### src/rtl/udp_tx_packetizer_if.sv
// rtl/udp_tx_packetizer_if.sv - 32-bit stream bundle (tdata/tvalid/tready/tlast)
// master drives tdata/tvalid/tlast and samples tready; slave is the mirror.
interface udp_tx_packetizer_if;
    logic [31:0] tdata;
    logic        tvalid;
    logic        tready;
    logic        tlast;

    modport master (output tdata, output tvalid, output tlast, input tready);
    modport slave  (input tdata, input tvalid, input tlast, output tready);
endinterface

### src/rtl/udp_tx_packetizer.sv
// rtl/udp_tx_packetizer.sv - cuts an untimed word stream into UDP payload packets
// Ports:
//   aclk, areset  : clock, synchronous active-high reset
//   s_axis        : source word stream (slave side, tlast forces end of packet)
//   m_axis        : registered payload stream to the Ethernet TX input
//   flush         : one-cycle request to close the open packet
//   pkt_done      : pulse after a tlast word handshakes on m_axis
//   timeout_evt   : pulse when a packet was closed by the idle timer
module udp_tx_packetizer #(
    parameter int MAX_WORDS      = 256,
    parameter int TIMEOUT_CYCLES = 1000
) (
    input  logic                  aclk,
    input  logic                  areset,
    udp_tx_packetizer_if.slave    s_axis,
    udp_tx_packetizer_if.master   m_axis,
    input  logic                  flush,
    output logic                  pkt_done,
    output logic                  timeout_evt
);

    localparam int WCW = $clog2(MAX_WORDS + 1);
    localparam int ICW = $clog2(TIMEOUT_CYCLES + 1);
    localparam logic [WCW-1:0] LAST_IDX = WCW'(MAX_WORDS - 1);
    localparam logic [ICW-1:0] IDLE_MAX = ICW'(TIMEOUT_CYCLES);

    // holdback register: keeps one word back so tlast can still be attached
    logic [31:0]    hold_data_q,  hold_data_d;
    logic           hold_last_q,  hold_last_d;
    logic           hold_valid_q, hold_valid_d;

    logic [31:0]    out_data_q,   out_data_d;
    logic           out_last_q,   out_last_d;
    logic           out_valid_q,  out_valid_d;

    logic [WCW-1:0] word_cnt_q,   word_cnt_d;
    logic [ICW-1:0] idle_cnt_q,   idle_cnt_d;
    logic           flush_pend_q, flush_pend_d;
    logic           pkt_done_q,   pkt_done_d;
    logic           timeout_evt_q, timeout_evt_d;

    logic out_free;
    logic s_ready;
    logic accept;
    logic acc_final;
    logic timeout_hit;
    logic rel_now;
    logic rel_last;

    always_comb begin
        hold_data_d   = hold_data_q;
        hold_last_d   = hold_last_q;
        hold_valid_d  = hold_valid_q;
        out_data_d    = out_data_q;
        out_last_d    = out_last_q;
        out_valid_d   = out_valid_q;
        word_cnt_d    = word_cnt_q;
        idle_cnt_d    = idle_cnt_q;
        flush_pend_d  = flush_pend_q;

        out_free    = !out_valid_q || m_axis.tready;
        s_ready     = !hold_valid_q || out_free;
        accept      = s_axis.tvalid && s_ready;
        acc_final   = s_axis.tlast || (word_cnt_q == LAST_IDX);
        timeout_hit = (idle_cnt_q >= IDLE_MAX);

        rel_now = hold_valid_q && out_free &&
                  (accept || hold_last_q || timeout_hit || flush_pend_q);
        // A new word arriving keeps the packet open unless the held word was
        // already final; timeout/flush only close it when nothing arrives.
        rel_last = hold_last_q || !accept;

        pkt_done_d    = out_valid_q && m_axis.tready && out_last_q;
        timeout_evt_d = rel_now && !accept && !hold_last_q && timeout_hit;

        if (rel_now) begin
            out_data_d  = hold_data_q;
            out_last_d  = rel_last;
            out_valid_d = 1'b1;
        end else if (m_axis.tready) begin
            out_valid_d = 1'b0;
            out_last_d  = 1'b0;
        end

        if (accept) begin
            hold_data_d  = s_axis.tdata;
            hold_last_d  = acc_final;
            hold_valid_d = 1'b1;
        end else if (rel_now) begin
            hold_valid_d = 1'b0;
            hold_last_d  = 1'b0;
        end

        if (accept) begin
            word_cnt_d = acc_final ? '0 : word_cnt_q + 1'b1;
        end else if (rel_now && rel_last) begin
            word_cnt_d = '0;
        end

        if (accept || rel_now) begin
            idle_cnt_d = '0;
        end else if (hold_valid_q && !hold_last_q && !timeout_hit) begin
            idle_cnt_d = idle_cnt_q + 1'b1;
        end

        // flush_pend survives a continuing accept; only a closing release clears it
        if (rel_now && rel_last) begin
            flush_pend_d = 1'b0;
        end else if (flush && hold_valid_q && !hold_last_q) begin
            flush_pend_d = 1'b1;
        end
    end

    always_ff @(posedge aclk) begin
        if (areset) begin
            hold_data_q   <= '0;
            hold_last_q   <= 1'b0;
            hold_valid_q  <= 1'b0;
            out_data_q    <= '0;
            out_last_q    <= 1'b0;
            out_valid_q   <= 1'b0;
            word_cnt_q    <= '0;
            idle_cnt_q    <= '0;
            flush_pend_q  <= 1'b0;
            pkt_done_q    <= 1'b0;
            timeout_evt_q <= 1'b0;
        end else begin
            hold_data_q   <= hold_data_d;
            hold_last_q   <= hold_last_d;
            hold_valid_q  <= hold_valid_d;
            out_data_q    <= out_data_d;
            out_last_q    <= out_last_d;
            out_valid_q   <= out_valid_d;
            word_cnt_q    <= word_cnt_d;
            idle_cnt_q    <= idle_cnt_d;
            flush_pend_q  <= flush_pend_d;
            pkt_done_q    <= pkt_done_d;
            timeout_evt_q <= timeout_evt_d;
        end
    end

    assign s_axis.tready = s_ready;
    assign m_axis.tdata  = out_data_q;
    assign m_axis.tvalid = out_valid_q;
    assign m_axis.tlast  = out_last_q;
    assign pkt_done      = pkt_done_q;
    assign timeout_evt   = timeout_evt_q;

endmodule

### src/flat_wrapper.sv
// flat-port wrapper written by rule: the top's interface ports become plain ports
module udp_tx_packetizer_flat 
#(
    parameter int MAX_WORDS      = 256,
    parameter int TIMEOUT_CYCLES = 1000
)
  (aclk, areset, flush, pkt_done, timeout_evt, s_axis_tdata, s_axis_tvalid, s_axis_tlast, s_axis_tready, m_axis_tdata, m_axis_tvalid, m_axis_tlast, m_axis_tready);
  udp_tx_packetizer_if s_axis_i ();
  udp_tx_packetizer_if m_axis_i ();
  input  logic aclk;
  input  logic areset;
  input  logic flush;
  output logic pkt_done;
  output logic timeout_evt;
  input wire logic [$bits(s_axis_i.tdata)-1:0] s_axis_tdata;
  input wire logic [$bits(s_axis_i.tvalid)-1:0] s_axis_tvalid;
  input wire logic [$bits(s_axis_i.tlast)-1:0] s_axis_tlast;
  output wire logic [$bits(s_axis_i.tready)-1:0] s_axis_tready;
  output wire logic [$bits(m_axis_i.tdata)-1:0] m_axis_tdata;
  output wire logic [$bits(m_axis_i.tvalid)-1:0] m_axis_tvalid;
  output wire logic [$bits(m_axis_i.tlast)-1:0] m_axis_tlast;
  input wire logic [$bits(m_axis_i.tready)-1:0] m_axis_tready;
  assign s_axis_i.tdata = s_axis_tdata;
  assign s_axis_i.tvalid = s_axis_tvalid;
  assign s_axis_i.tlast = s_axis_tlast;
  assign s_axis_tready = s_axis_i.tready;
  assign m_axis_tdata = m_axis_i.tdata;
  assign m_axis_tvalid = m_axis_i.tvalid;
  assign m_axis_tlast = m_axis_i.tlast;
  assign m_axis_i.tready = m_axis_tready;
  udp_tx_packetizer #(.MAX_WORDS(MAX_WORDS), .TIMEOUT_CYCLES(TIMEOUT_CYCLES)) u_core (.aclk(aclk), .areset(areset), .s_axis(s_axis_i), .m_axis(m_axis_i), .flush(flush), .pkt_done(pkt_done), .timeout_evt(timeout_evt));
endmodule
### config.mk
export PLATFORM = sky130hd
export DESIGN_NAME = udp_tx_packetizer_flat
export DESIGN_NICKNAME = d
export VERILOG_FILES = /design/src/rtl/udp_tx_packetizer_if.sv /design/src/rtl/udp_tx_packetizer.sv /design/src/flat_wrapper.sv
export SDC_FILE = /design/constraint.sdc
export NUM_CORES = 1
export LEC_CHECK = 0
export BUFFER_PORTS_ARGS = -buffer_cell sky130_fd_sc_hd__buf_2
export CELL_PAD_IN_SITES_DETAIL_PLACEMENT = 0
export CELL_PAD_IN_SITES_GLOBAL_PLACEMENT = 1
export CORE_ASPECT_RATIO = 1.75
export CORE_UTILIZATION = 44
export DETAILED_ROUTE_END_ITERATION = 10
export GPL_ROUTABILITY_DRIVEN = 0
export GPL_TIMING_DRIVEN = 0
export MAX_ROUTING_LAYER = met4
export PLACE_DENSITY = 0.92
export SYNTH_ARGS = -nofsm -noshare
export SYNTH_HDL_FRONTEND = slang
export SYNTH_SLANG_ARGS = --single-unit
### constraint.sdc
create_clock -name aclk -period 5 [get_ports aclk]
set_input_delay 0 -clock aclk [delete_from_list [all_inputs] [get_ports aclk]]
set_output_delay 0 -clock aclk [all_outputs]
set_load 0.1 [all_outputs]
==> results.md <==
- The flow ran to the end, and the final reports show no timing, DRC or antenna violations.
- At the worst endpoint, the required time is 5.23 ns.
- The I/O pin count is 75.
- The first global-routing pass estimated 15.0 mm of wire.
- The capturing element type of the critical path is a flop.
- The placeable core area is 8260 um^2.
- After detailed routing, the met2 layer carries 4.85 mm of wire.
- The routed design has 9.21 mm of wire.
- STA classifies the critical path startpoint as a flop.
- The initial antenna violation count was 0.
- The post-synthesis cell type count is 43.
- The via count normalized by instance count is 5.30.
- The critical path launch point is u_core.word_cnt_q[0]$_SDFFE_PP0P_.
- The proportion of register bits with asynchronous set or reset after synthesis is 0.
- The final net count is 585.
- The count of state elements after synthesis is 90.
- Counting flops with a built-in enable in the synthesized netlist gives 0.
- In the synthesized netlist, the number of instances is 425.
- Of the total synthesized cell area, the portion taken by full adders, half adders and majority gates is 0.0135.
- The die covers 8830 um^2.
- The main flop type after synthesis is dfxtp_1.
- Yosys instantiated no cell more often than dfxtp_1.
- Counting tap cells, the placed design contains a total of 591 instances.
- The power density normalized to cell area is 335 nW/um^2.
- The sum of negative setup slack is 0 ns.
- CTS placed an instance of clkbuf_16 at the clock tree root.
- For this run, design rule violations remaining after detail routing come to 0.
- The via count of the first global-routing pass was 3294.
- The share of synthesized area in the top cell type comes to 0.485.
- The critical path goes through ha_1 > and3_1 > and3_1 > and3_1 > ha_1 > or3b_4 > or3_1 > a311oi_1.
- The clock skew after layout is 0.00289 ns.
- In the final routed layout, each cell accounts on average for 14.4 um.
- The top layer reached by signal wires is met4.
- Once the clock tree was built, the setup fixing pass inserted 0 buffers.
- The portion of netlist area occupied by mux cells is 0.00808.
- After synthesis, the cell types taking the most area are dfxtp_1 (48%), nand4b_1 (7.8%), nand2_1 (6.9%).
- The H-tree depth reported by CTS is 3.
- The die outline height is 124 um.
- The longest clock path from root to sink contains 2 buffers.
- The worst pin sits at a relative slew slack of 0.603.
- The number of standard cells in the final layout excluding fillers is 640.
- The detailed-routing wirelength on met1 is 3.81 mm.
- The first-pass detailed-route iteration total is 4.
- Row generation in the floorplan step produced 44 rows.
- The mean post-synth cell area is 8.74 um^2.
- TritonCTS built the clock tree.
- The number of port buffers is 74.
- The pin count of the biggest net entering global routing is 14.
- The share of the yosys chip area belonging to registers is 0.485.
- The post-synthesis share of cell area spent on xor and xnor gates is 0.0141.
- In this run the critical register-to-register path is launched from u_core.word_cnt_q[0]$_SDFFE_PP0P_.
- The final number of setup-violating endpoints is 0.
- The critical path class is reg -> reg.
- Summed over all nets, the half-perimeter wirelength after detailed placement is 6.50 mm.
- The number of antenna diodes in the final layout is 0.
- The path class of the tightest hold or removal check is in -> reg.
- Across the VDD grid, the largest voltage drop is 0.204 mV.
- In this design, the critical path's most frequently occurring cell is and3_1.
- In the detailed route, the total length drawn on met3 is 300 um.
- The clock buffer count from CTS is 9.
- The synthesized design spends more area on one cell type than any other, namely dfxtp_1.
- The slowest library cell on the worst path is or3b_4.
- In the finished design, the share of the clock period the worst path needs comes to 0.508.
- The number of hold violations in the final report is 0.
- The analysis attributes to cell leakage a power of 1.91 nW.
- After synthesis the cells add up to 3720 um^2.
- Data on the critical path arrives at its endpoint at 2.77 ns.
- Counting both buffers and inverters, the worst setup path holds a total of 0.
- The max-cap violation count is 0.
- Counting instances in the post-synthesis netlist gives the leading cell types as dfxtp_1 (90), nand2_1 (68), a21oi_1 (42).
- Measured along the x axis, the die boundary spans 71.5 um.
- In the final layout, the share of cells above drive strength 1 is 0.199.
- The clock period minus worst slack is 2.54 ns.
- By area, the combinational part of the netlist is dominated by simple AND/OR/NAND/NOR gates.
- The clock sink count is 90.
- The largest delay contributor family on the critical path is simple AND/OR/NAND/NOR gates.
- At the pin with the least slew margin, the transition time is 0.592 ns.
- The detailed router placed 3395 vias in this run.
- The max-slew violation total from the final report is 0.
- The initial utilization of the core area, before any placement, comes to 0.450.
- In the global route stage, overall resource usage came out at 0.226.
- The beginning of the worst hold path is flush.
- The area fraction in compound gates after synthesis is 0.157.
- The area growth from synthesis to layout is 29.1%.
- The delay contributed by the slowest stage of the critical path is 0.42 ns.
- Post-CTS repair changed the size of 0 cells.
- In this run the worst path has a maximum fanout of 4.
- At the later pin of the worst-skew pair, clock insertion delay measures 0.34 ns.
- The total number of yosys warnings is 0.
- After global routing the overflow that remains totals 0.
- After clock tree synthesis, the clock-pin slew on the worst setup and hold paths is 0.06 ns.
- Derived from the worst setup path, the maximum achievable clock frequency is 394 MHz.
- Of the total synthesized cell area, the portion taken by AND, OR, NAND and NOR gates is 0.273.
- Counting every net in the synthesized netlist gives 467.
- The post-route antenna net violation count is 0.
- Setup repair after global routing left no endpoint under its margin.
- The iteration-0 DRC count of the detailed router is 235.
[report_power, final]
group	internal [W]	total (W)	leakage [nW]	switching [W]
registers	0.000744	0.000762	0.733	0.0000173
logic	0.0000756	0.000232	1.05	0.000156
clock network	0.000350	0.000614	0.127	0.000264
[final timing paths]
path                                                            end  slack, ns  depth (start not counted)
worst max register to register    u_core.word_cnt_q[4]$_SDFFE_PP0P_       2.46                          8
worst max-delay path              u_core.word_cnt_q[4]$_SDFFE_PP0P_       2.46                          8
worst min-delay path               u_core.flush_pend_q$_SDFFE_PP0P_       0.02                          4
worst min register to register  u_core.hold_data_q[24]$_SDFFE_PP0P_       0.45                          2
[final cells by class]
class,count,area (um^2)
fillers,763,3460
repair buffers,107,701
flip-flops and latches,90,1800
multi-input cells,293,1730
clock inverters,2,12.5
plain buffers,32,146
inverters,10,37.5
clock buffers,14,254
well taps,92,115
[layout by cell type, fill, tap and decap left out, types with 4 or more instances in the layout]
cell,n
dfxtp_1,90
nor2_1,11
clkbuf_1,21
nand4b_1,33
clkbuf_16,9
o21ai_0,34
and3_1,5
dlygate4sd3_1,33
or3_1,4
nand3_1,5
o22ai_1,5
ha_1,4
a21oi_1,42
xnor2_1,5
nand2_1,68
buf_2,86
nand2b_1,35
inv_1,10
a311oi_1,7
[sequential cells by signal, indices dropped and copies added (netlist names)]
name                  flops
u_core.idle_cnt_q        10
u_core.m_axis.tdata      32
u_core.hold_data_q       32
u_core.m_axis.tvalid      1
u_core.word_cnt_q         9
u_core.m_axis.tlast       1
u_core.pkt_done           1
u_core.hold_valid_q       1
u_core.hold_last_q        1
u_core.timeout_evt        1
u_core.flush_pend_q       1
[metrics by stage]
stage	power, W	instance area, um^2	util	setup slack, ns	hold slack [ns]
detailed placement	0.000990	4200	0.509	2.49	0.247
global route	0.00167	4800	0.581	2.30	0.0710
CTS	0.00162	4800	0.581	2.44	0.0125
floorplan	0.000930	3720	-	2.38	0.136
finish	0.00161	4800	0.581	2.46	0.0197
global placement	0.000987	4200	0.509	2.56	0.244
[logic make-up (layout without fill, tap and decap cells)]
family	after synthesis	count (layout)
and+or+nand+nor	178	178
AOI/OAI and AO/OA	102	102
DFF	90	90
buffers and inverters	42	165
xor gates and xnor gates	6	6
adders and majority gates	4	4
muxes	3	3
[repair_timing]
item	in CTS	in global routing
hold buffers	33	0
setup endpoints to repair	0	0
endpoints found under the hold margin	34	0
[worst reg2reg max path, cell delays in order (launching register included)]
cell,delay [ns]
dfxtp_1,0.35
ha_1,0.25
and3_1,0.21
and3_1,0.20
and3_1,0.19
ha_1,0.18
or3b_4,0.42
or3_1,0.33
a311oi_1,0.31
[routing by layer]
layer,up-vias,GRT usage
li1,1723,-
met5,-,-
met3,20,0.0461
met1,1587,0.248
met2,65,0.393
met4,0,0.0993
(Power assumes the default switching activity.)
